File: src/rtl/mem_wb_stage.sv
// MEM/WB pipeline stage: a single-entry writeback register with load formatting,
// forwarding to decode, a misaligned-load pulse and a retired-instruction counter.
module mem_wb_stage (
    input  logic        clk,
    input  logic        rst_n,
    input  logic        mem_valid,
    output logic        mem_ready,
    input  logic [4:0]  mem_rd_addr,
    input  logic        mem_rd_we,
    input  logic        mem_is_load,
    input  logic [31:0] mem_alu_result,
    input  logic [31:0] mem_load_data,
    input  logic [2:0]  mem_funct3,
    input  logic [1:0]  mem_addr_lo,
    input  logic        stall,
    input  logic        flush,
    output logic [4:0]  rd_addr,
    output logic [31:0] rd_data,
    output logic        rd_we,
    output logic        fwd_valid,
    output logic [4:0]  fwd_rd_addr,
    output logic [31:0] fwd_rd_data,
    output logic        load_misaligned,
    output logic [63:0] instret
);

    logic        wb_valid_q, wb_valid_d;
    logic [4:0]  wb_addr_q, wb_addr_d;
    logic        wb_we_q, wb_we_d;
    logic [31:0] wb_data_q, wb_data_d;
    logic        wb_mis_q, wb_mis_d;
    logic [63:0] instret_q, instret_d;

    logic [7:0]  ld_byte;
    logic [15:0] ld_half;
    logic [31:0] ld_fmt;
    logic        ld_type_ok;
    logic        ld_mis;
    logic        retire;
    logic        wb_commit;

    // Load formatting: pick the addressed byte/half and extend by funct3.
    always_comb begin
        ld_byte    = 8'h0;
        ld_half    = mem_addr_lo[1] ? mem_load_data[31:16] : mem_load_data[15:0];
        ld_fmt     = 32'h0;
        ld_type_ok = 1'b1;
        ld_mis     = 1'b0;
        case (mem_addr_lo)
            2'd0:    ld_byte = mem_load_data[7:0];
            2'd1:    ld_byte = mem_load_data[15:8];
            2'd2:    ld_byte = mem_load_data[23:16];
            default: ld_byte = mem_load_data[31:24];
        endcase
        case (mem_funct3)
            3'b000: ld_fmt = {{24{ld_byte[7]}}, ld_byte};
            3'b100: ld_fmt = {24'h0, ld_byte};
            3'b001: begin
                ld_fmt = {{16{ld_half[15]}}, ld_half};
                ld_mis = mem_addr_lo[0];
            end
            3'b101: begin
                ld_fmt = {16'h0, ld_half};
                ld_mis = mem_addr_lo[0];
            end
            3'b010: begin
                ld_fmt = mem_load_data;
                ld_mis = (mem_addr_lo != 2'd0);
            end
            default: ld_type_ok = 1'b0;
        endcase
    end

    assign mem_ready = !stall;
    assign retire    = wb_valid_q && !stall && !flush;
    // An entry that may write the register file (also gates forwarding).
    assign wb_commit = wb_we_q && !wb_mis_q && (wb_addr_q != 5'd0);

    // Next-state for the writeback entry: flush beats stall, stall beats capture.
    always_comb begin
        wb_valid_d = wb_valid_q;
        wb_addr_d  = wb_addr_q;
        wb_we_d    = wb_we_q;
        wb_data_d  = wb_data_q;
        wb_mis_d   = wb_mis_q;
        instret_d  = retire ? instret_q + 64'd1 : instret_q;
        if (flush) begin
            wb_valid_d = 1'b0;
        end else if (!stall) begin
            if (mem_valid) begin
                wb_valid_d = 1'b1;
                wb_addr_d  = mem_rd_addr;
                if (mem_is_load) begin
                    wb_data_d = ld_fmt;
                    wb_we_d   = mem_rd_we && ld_type_ok;
                    wb_mis_d  = ld_mis;
                end else begin
                    wb_data_d = mem_alu_result;
                    wb_we_d   = mem_rd_we;
                    wb_mis_d  = 1'b0;
                end
            end else begin
                wb_valid_d = 1'b0;
            end
        end
    end

    // Entry and retire-counter state.
    always_ff @(posedge clk or negedge rst_n) begin
        if (!rst_n) begin
            wb_valid_q <= 1'b0;
            wb_addr_q  <= 5'd0;
            wb_we_q    <= 1'b0;
            wb_data_q  <= 32'h0;
            wb_mis_q   <= 1'b0;
            instret_q  <= 64'd0;
        end else begin
            wb_valid_q <= wb_valid_d;
            wb_addr_q  <= wb_addr_d;
            wb_we_q    <= wb_we_d;
            wb_data_q  <= wb_data_d;
            wb_mis_q   <= wb_mis_d;
            instret_q  <= instret_d;
        end
    end

    assign rd_we           = retire && wb_commit;
    assign rd_addr         = wb_addr_q;
    assign rd_data         = wb_data_q;
    assign fwd_valid       = wb_valid_q && wb_commit;
    assign fwd_rd_addr     = wb_addr_q;
    assign fwd_rd_data     = wb_data_q;
    assign load_misaligned = retire && wb_mis_q;
    assign instret         = instret_q;

endmodule

File: config.mk
export PLATFORM = sky130hd
export DESIGN_NAME = mem_wb_stage
export DESIGN_NICKNAME = d
export VERILOG_FILES = /design/src/rtl/mem_wb_stage.sv
export SDC_FILE = /design/constraint.sdc
export NUM_CORES = 1
export LEC_CHECK = 0
export BUFFER_PORTS_ARGS = -buffer_cell sky130_fd_sc_hd__buf_2
export CAP_MARGIN = 20
export CELL_PAD_IN_SITES_DETAIL_PLACEMENT = 1
export CELL_PAD_IN_SITES_GLOBAL_PLACEMENT = 1
export CORE_UTILIZATION = 36
export DETAILED_ROUTE_END_ITERATION = 12
export PLACE_DENSITY_LB_ADDON = 0.1
export SETUP_SLACK_MARGIN = 0.4
export SYNTH_ARGS = -nofsm -noshare
export SYNTH_HDL_FRONTEND = slang
export SYNTH_SLANG_ARGS = --single-unit
File: constraint.sdc
create_clock -name clk -period 2.8 [get_ports clk]
set_input_delay 0.42 -clock clk [delete_from_list [all_inputs] [get_ports clk]]
set_output_delay 0.42 -clock clk [all_outputs]
set_load 0.02 [all_outputs]
Word level (Yosys, flattened, before mapping):

Index checks and enable logic that the tools add are counted.

* register bits: 104
* input bits: 81
* output and inout bits: 142
* logic and storage cells: 45

* $add $sub $neg: 1
* equal/unequal tests: 7
* muxes and demuxes: 11
* bitwise gates (word level): 2
* reductions and logical operators: 18

Operator list (number)
* 32-bit one-hot mux with 5 select lines: 1
* 64-bit by 1-bit adder with 64-bit output (second input constant): 1
* 32-bit 2-to-1 mux: 1
* 8-bit one-hot mux with 3 select lines: 1
* 16-bit 2-to-1 mux: 1
* 1-bit logical AND: 8
* 3-bit equality test (second input constant): 2
* 1-bit 2-to-1 mux: 6
* 5-bit nonzero test: 1
* 5-bit OR reduction: 1
* 3-bit by 1-bit equality test with 1-bit output (second input constant): 1
* 3-bit by 2-bit equality test with 1-bit output (second input constant): 1
* 1-bit zero test: 3
* 3-bit zero test: 1
* 3-bit AND reduction: 1
* 2-bit by 1-bit equality test with 1-bit output (second input constant): 1
* 2-bit equality test (second input constant): 1
* 2-bit zero test: 1
* 2-bit by 1-bit != test with 1-bit output (second input constant): 1
* 1-bit NOT: 2
* 1-bit one-hot mux with 2 select lines: 1
* 2-bit nonzero test: 1
* 2-bit OR reduction: 1

Longest topological paths before layout:

Gate-level depths: netlist of the first run.

* word-level depth: 5
* mapped depth: 7
* depth with buffers taken out: 6

Worst setup path after synthesis of the first run:

Ideal clock, no wire load.

* path type: input to register
* from: in stall
* to: reg instret_q[38] (netlist: instret[38])
* data arrival time: 2.009 ns
* path slack: 0.714 ns
* cell stages on the path: 7
* path buffers: 2
* cells stage by stage: or3b_1 buf_6 nor4_4 and3_1 buf_4 and3_4 xor2_2

* cells in the longest elaborated chain, start to end: 3

RTL lines
* start: declaration: line 15 `input logic stall,`
* 1-bit zero test
* 1-bit logical AND (2 in a row): line 75 `assign retire = wb_valid_q && !stall && !flush;`
* end signal: assignment: line 123 `instret_q <= instret_d;`
* end: declaration: line 32 `logic [63:0] instret_q, instret_d;`

Every way passes these cells.
A chain may end at the register's enable or synchronous reset.

Final worst setup path of the first run:

* from: reg instret_q[0] (netlist: instret[0])
* to: reg instret_q[44] (netlist: instret[44])

* cells in the longest elaborated chain, start to end: 1

RTL lines
* 64-bit by 1-bit adder with 64-bit output: line 86 `instret_d = retire ? instret_q + 64'd1 : instret_q;`

Every way passes these cells.

==> flow_metrics.tcl, run 1 <==
set metrics [dict create \
    antenna_found_initial 1 \
    hold_violations 0 \
    p_total_mw 4.00 \
    end_kind "flip-flop" \
    routed_wirelength_um 16600 \
    switching_share_pct 30.8 \
    yosysTopAreaCell "dfrtp_1" \
    ys_top_cells_by_count "dfrtp_1, nand2_1, buf_4, nor2_1, xor2_1" \
    worst_pin_slew_ps 773 \
    route.met3.wl_um 923 \
    clkPwrFrac_pct 35.1 \
    ys_seq_area_share_pct 46.9 \
    finClkSkew_ps 9.75 \
    critical_path_class "reg2reg" \
    setup_ws_ps 615 \
    wl_per_cell_um 17.9 \
    synth_top_area_share_pct 46.9 \
    drt_iter0_drc 233 \
    synth_compound_area_share_pct 10.8 \
    synth_top_family_by_area "simple AND/OR/NAND/NOR gates" \
    syn_avg_cell_area_um2 9.98 \
    antennaDiodeCount 0 \
    cts_inserted_buffers 9 \
    drive_gt1_share_pct 36.6 \
    routed.top_layer "met4" \
    grt_start_max_net_pins 46 \
    routedLengthMet1_um 7080 \
    cp.arrival_ps 2450 \
    postPlaceCellArea_um2 6610 \
    area_delta_synth_final_pct 25.1 \
    synthArstFlopShare_pct 100 \
    grt_pass1_vias 5048 \
    cts.sinks 104 \
    p_leak_nw 3.64 \
    synth-seq-cells 104 \
    yosysUniqueCellTypes 49 \
    gp_congestion 0.790 \
    period_minus_slack_ps 2190 \
    routed_via_density 5.25 \
    fin_area_um2 6940 \
    cts_tree "built" \
    start_util_pct 36.6 \
    htree_levels 3 \
    cp-start-kind "flip-flop" \
    synth-simple-area-share_pct 20.4 \
    io_buffer_count 222 \
    overflow 0 \
    synthMuxAreaShare_pct 3.99 \
    ant_nets 0 \
    cts_setup_buffers 0 \
    synth-xor-area-share_pct 10.1 \
    synth-edff-count 0 \
    final_nets 820 \
    die_y_um 126 \
    power_frac_comb_pct 21.2 \
    placed_cells 915 \
    synth_fa_ha_area_share_pct 0.225 \
    p_sw_mw 1.23 \
    clock_latency_ps 350 \
    slew_headroom_pct 48.3 \
    gr-usage-all-layers_pct 21.4 \
    max_freq_mhz 458 \
    critical_path.max_fanout 6 \
    finalHoldWorstSlack_ps 24.6 \
    die_x_um 126 \
    hp-class "in2async" \
    outcome "completed" \
    yosysWarnings 0 \
    synth_area_leaders "dfrtp_1, buf_4, xor2_1, xnor2_1, nand2_1" \
    crit_required_ps 3060 \
    synth_cells 556 \
    dieArea_um2 15900 \
    route.vias.total 4890 \
    cts-root-buf "clkbuf_16" \
    fin_crit_sh_pct 78.0 \
    setup_viol 0 \
    grt_pass1_wl_um 26800 \
    drt_first_pass_iters 4 \
    vdd_ir_drop_max_mv 0.255 \
    wl_met2_um 8220 \
    p_int_mw 2.77 \
    powerDensity_nw_per_um2 577 \
    fp-row-count 45 \
    boundaryPins 223 \
    grt_setup_unrepaired "yes" \
    pwr-share-seq_pct 43.6 \
    clk_pin_slew_ps 80 \
    drc 0 \
    fillers 1779 \
    final_util_pct 45.8 \
    maxSlewViolCount 0 \
    dp_slack_ps 317 \
    dp_hpwl_um 12800 \
    clockBufferDepth 2 \
    setup_tns_ps 0 \
    syn_area_um2 5550 \
    synth_most_common_cell "dfrtp_1" \
    synthFlopType "dfrtp_1" \
    core_um2 15100 \
    cap_violations 0 \
    syn-num-nets 638 \
    fin_cells 931 \
]
## registers in the layout, summed over array words and instances (netlist names)
signal	flops
instret	64
wb_we_q	1
wb_mis_q	1
wb_valid_q	1
fwd_rd_addr	5
fwd_rd_data	32
## cell usage in the layout (no fill, tap or decap), types with 4 or more instances in the layout
cell,count
a21o_1,8
a21oi_1,24
a221oi_1,16
a222oi_1,7
a22oi_1,8
and3_1,18
and4_1,4
buf_2,221
buf_4,9
clkbuf_16,9
dfrtp_1,104
inv_1,12
mux4_2,8
nand2_1,68
nand3_1,24
nand4_1,15
nor2_1,38
nor3_1,22
nor4_2,5
o21a_1,7
o21ai_0,13
xnor2_1,30
xor2_1,32
## final timing paths
path | slack, ps | from | end | depth (start not counted)
max in group asynchronous | 2030 | rst_n | fwd_rd_data[12] | 2
max reg2reg | 610 | instret[0] | instret[44] | 6
max | 610 | instret[0] | instret[44] | 6
min reg2reg | 470 | instret[63] | instret[63] | 1
min in group clk | 240 | flush | wb_valid_q | 2
min | 20 | rst_n | instret[19] | 1
## metal layers
| layer | vias up | global-route usage, % |
|---|---|---|
| li1 | 2297 | - |
| met1 | 2413 | 27.0 |
| met2 | 156 | 35.8 |
| met3 | 24 | 4.97 |
| met4 | 0 | 7.87 |
| met5 | - | 0 |
## layout make-up
| type | instances | area [µm²] | area share [%] |
|---|---|---|---|
| Clock buffer | 12 | 256 | 3.69 |
| Clock inverter | 4 | 73.8 | 1.06 |
| Inverter | 12 | 45.0 | 0.649 |
| Multi-Input combinational cell | 380 | 2540 | 36.5 |
| Sequential cell | 104 | 2600 | 37.5 |
| Tap cell | 188 | 235 | 3.39 |
| Timing Repair Buffer | 231 | 1190 | 17.2 |
## power groups by stage
| stage | Combinational (mW) | Clock, mW | Sequential (mW) |
|---|---|---|---|
| finish | 0.850 | 1.41 | 1.75 |
| CTS | 0.861 | 1.44 | 1.75 |
| global route | 0.915 | 1.49 | 1.76 |
| global placement | 0.847 | 0 | 1.77 |
| floorplan | 0.476 | 0 | 1.89 |
| detailed placement | 0.859 | 0 | 1.78 |
## critical path: stages (launching register included)
cell	delay [ps]
dfrtp_1	440
ha_1	210
nand3_1	160
nor4_4	540
nand4_2	290
nor4_2	260
xor2_1	190
## cells by family (layout without fill, tap and decap cells)
kind of cell             Yosys count  in the layout
AO/OA/AOI/OAI                     87             87
buffers and inverters             72            259
XOR/XNOR                          63             63
AND/OR/NAND/NOR                  217            217
flip-flops                       104            104
multiplexers                      12             12
adder cells (fa/ha/maj)            1              1
## what timing repair did
| action | 4_1_cts | 5_1_grt |
|---|---|---|
| hold buffers | 0 | 0 |
| endpoints found under the setup margin | 0 | 18 |
| resized for setup | 0 | 1 |
| endpoints found under the hold margin | 0 | 0 |
(Power assumes the default switching activity.)
==> run 2, diff against run 1 <==
==> constraint.sdc (replaced) <==
create_clock -name clk -period 2.2 [get_ports clk]
set_input_delay 0.33 -clock clk [delete_from_list [all_inputs] [get_ports clk]]
set_output_delay 0.33 -clock clk [all_outputs]
set_load 0.02 [all_outputs]
==> run 2 against run 1 <==
Against the previous run: flip-flop and latch count is the same; final cell count grew 4.4%; largest power group unchanged; cell area grew 11%; clock-buffer cell count decreased by 2; routed wire length up 9.3%; non-clock buffer count up 39; register-to-register slack got worse by 220 ps; power is 26% higher.
==> flow_metrics.tcl, run 2 (synthesis results as in run 1) <==
set metrics [dict create \
    outcome "completed" \
    cts.sinks 104 \
    die_y_um 126 \
    rr_endpoint "instret[38]" \
    clockBufferDepth 2 \
    p_total_mw 5.06 \
    fin_crit_sh_pct 82.2 \
    slowest_delay_ps 440 \
    fin_cells 972 \
    dieArea_um2 15900 \
    drc 0 \
    boundaryPins 223 \
    critical_path_buf_inv_count 1 \
    critical_path_class "reg2reg" \
    start_util_pct 36.6 \
    antennaDiodeCount 0 \
    r2r_slack_ps 390 \
    ant_nets 0 \
    finClkSkew_ps 8.44 \
    placed_cells 925 \
    wl_per_cell_um 18.7 \
    crit_family "simple AND/OR/NAND/NOR gates" \
    finalHoldWorstSlack_ps 158 \
    area_delta_synth_final_pct 39.0 \
    maxSlewViolCount 0 \
    cp.arrival_ps 2100 \
    period_minus_slack_ps 1810 \
    crit_required_ps 2490 \
    routed_wirelength_um 18200 \
    layout_commonest_cell "buf_2" \
    grt_start_max_net_pins 42 \
    clk_pin_slew_ps 70 \
    hold_violations 0 \
    critical_path.max_fanout 6 \
    grt_pass1_wl_um 28500 \
    grt_setup_unrepaired "yes" \
    reg2regPathDepth 6 \
    drt_first_pass_iters 4 \
    overflow 0 \
    cp.depth 6 \
    io_buffer_count 222 \
    clock_latency_ps 360 \
    htree_levels 3 \
    core_um2 15100 \
    slew_headroom_pct 61.4 \
    hp-class "in2reg" \
    cts-root-buf "clkbuf_16" \
    final_util_pct 50.9 \
    cp-start-kind "flip-flop" \
    largest_reg_flops 64 \
    antenna_found_initial 2 \
    drive_gt1_share_pct 46.9 \
    max_freq_mhz 553 \
    crit_end "instret[38]" \
    crit_chain "or3b_4 > nor4_4 > buf_6 > and3_2 > and3_4 > xor2_2" \
    cts_tree "built" \
    fp-row-count 45 \
    final_nets 861 \
    route.vias.total 5154 \
    routed_via_density 5.30 \
    die_x_um 126 \
    end_kind "flip-flop" \
    setup_viol 0 \
    setup_tns_ps 0 \
    cap_violations 0 \
    gp_congestion 0.784 \
    cts_inserted_buffers 9 \
    worst_pin_slew_ps 579 \
    grt_pass1_vias 5364 \
    dp_hpwl_um 13200 \
    crit_start "wb_valid_q" \
    layout_common_cells "buf_2, dfrtp_1, nand2_1" \
    vdd_ir_drop_max_mv 0.361 \
    critPathSlowestCell "or3b_4" \
    powerDensity_nw_per_um2 656 \
    p_leak_nw 4.07 \
    gr-usage-all-layers_pct 22.9 \
    drt_iter0_drc 183 \
    reg2reg_from "wb_valid_q" \
]
[run 2: routing by layer]
metal | part of all wire (%) | track usage (%) | vias up
met3 | 6.1 | 6.71 | 25
met2 | 52 | 40.8 | 160
met1 | 40 | 26.3 | 2570
li1 | - | - | 2397
met5 | 0.072 | 0 | -
met4 | 1.9 | 7.30 | 2
[run 2: how the worst min path moves through the flow]
stage,endpoint,depth (start not counted),from,slack [ps]
6_report,wb_valid_q,2,flush,160
2_1_floorplan,fwd_rd_addr[0],0,rst_n,30
3_5_place_dp,instret[18],1,rst_n,360
4_1_cts,wb_valid_q,2,flush,140
5_1_grt,wb_valid_q,2,flush,150
3_3_place_gp,instret[18],1,rst_n,360
[run 2: layout make-up]
| cell class | count | area [µm²] |
|---|---|---|
| Fill cell | 1756 | 7430 |
| Clock inverter | 6 | 75.1 |
| Timing Repair Buffer | 270 | 1560 |
| Multi-Input combinational cell | 382 | 2940 |
| Tap cell | 188 | 235 |
| Clock buffer | 10 | 239 |
| Sequential cell | 104 | 2620 |
| Inverter | 12 | 45.0 |
[run 2: timing repair]
action,4_1_cts,5_1_grt
hold endpoints to repair,39,0
resized for setup,33,32
setup buffers,15,13
gates cloned,1,1
pin swaps,13,29
hold buffers,1,0
endpoints found under the setup margin,49,46
[run 2: per-stage QoR]
step / area [µm²] / setup slack (ps)
final: 7710 / 392
after detailed placement: 6790 / 36.1
after global routing: 7710 / 283
after CTS: 7460 / 341
after floorplan: 5640 / 319
after global placement: 6790 / 111
[run 2: worst register-to-register path, cell delays in order (launching register included)]
cell	delay, ps
dfrtp_1	390
or3b_4	440
nor4_4	160
buf_6	160
and3_2	250
and3_4	220
xor2_2	130
[run 2: where the power goes]
group | total, mW | internal [mW] | switching, mW
Combinational | 1.12 | 0.424 | 0.699
Clock | 1.71 | 0.930 | 0.777
Sequential | 2.23 | 2.07 | 0.162
Total | 5.06 | 3.42 | 1.64
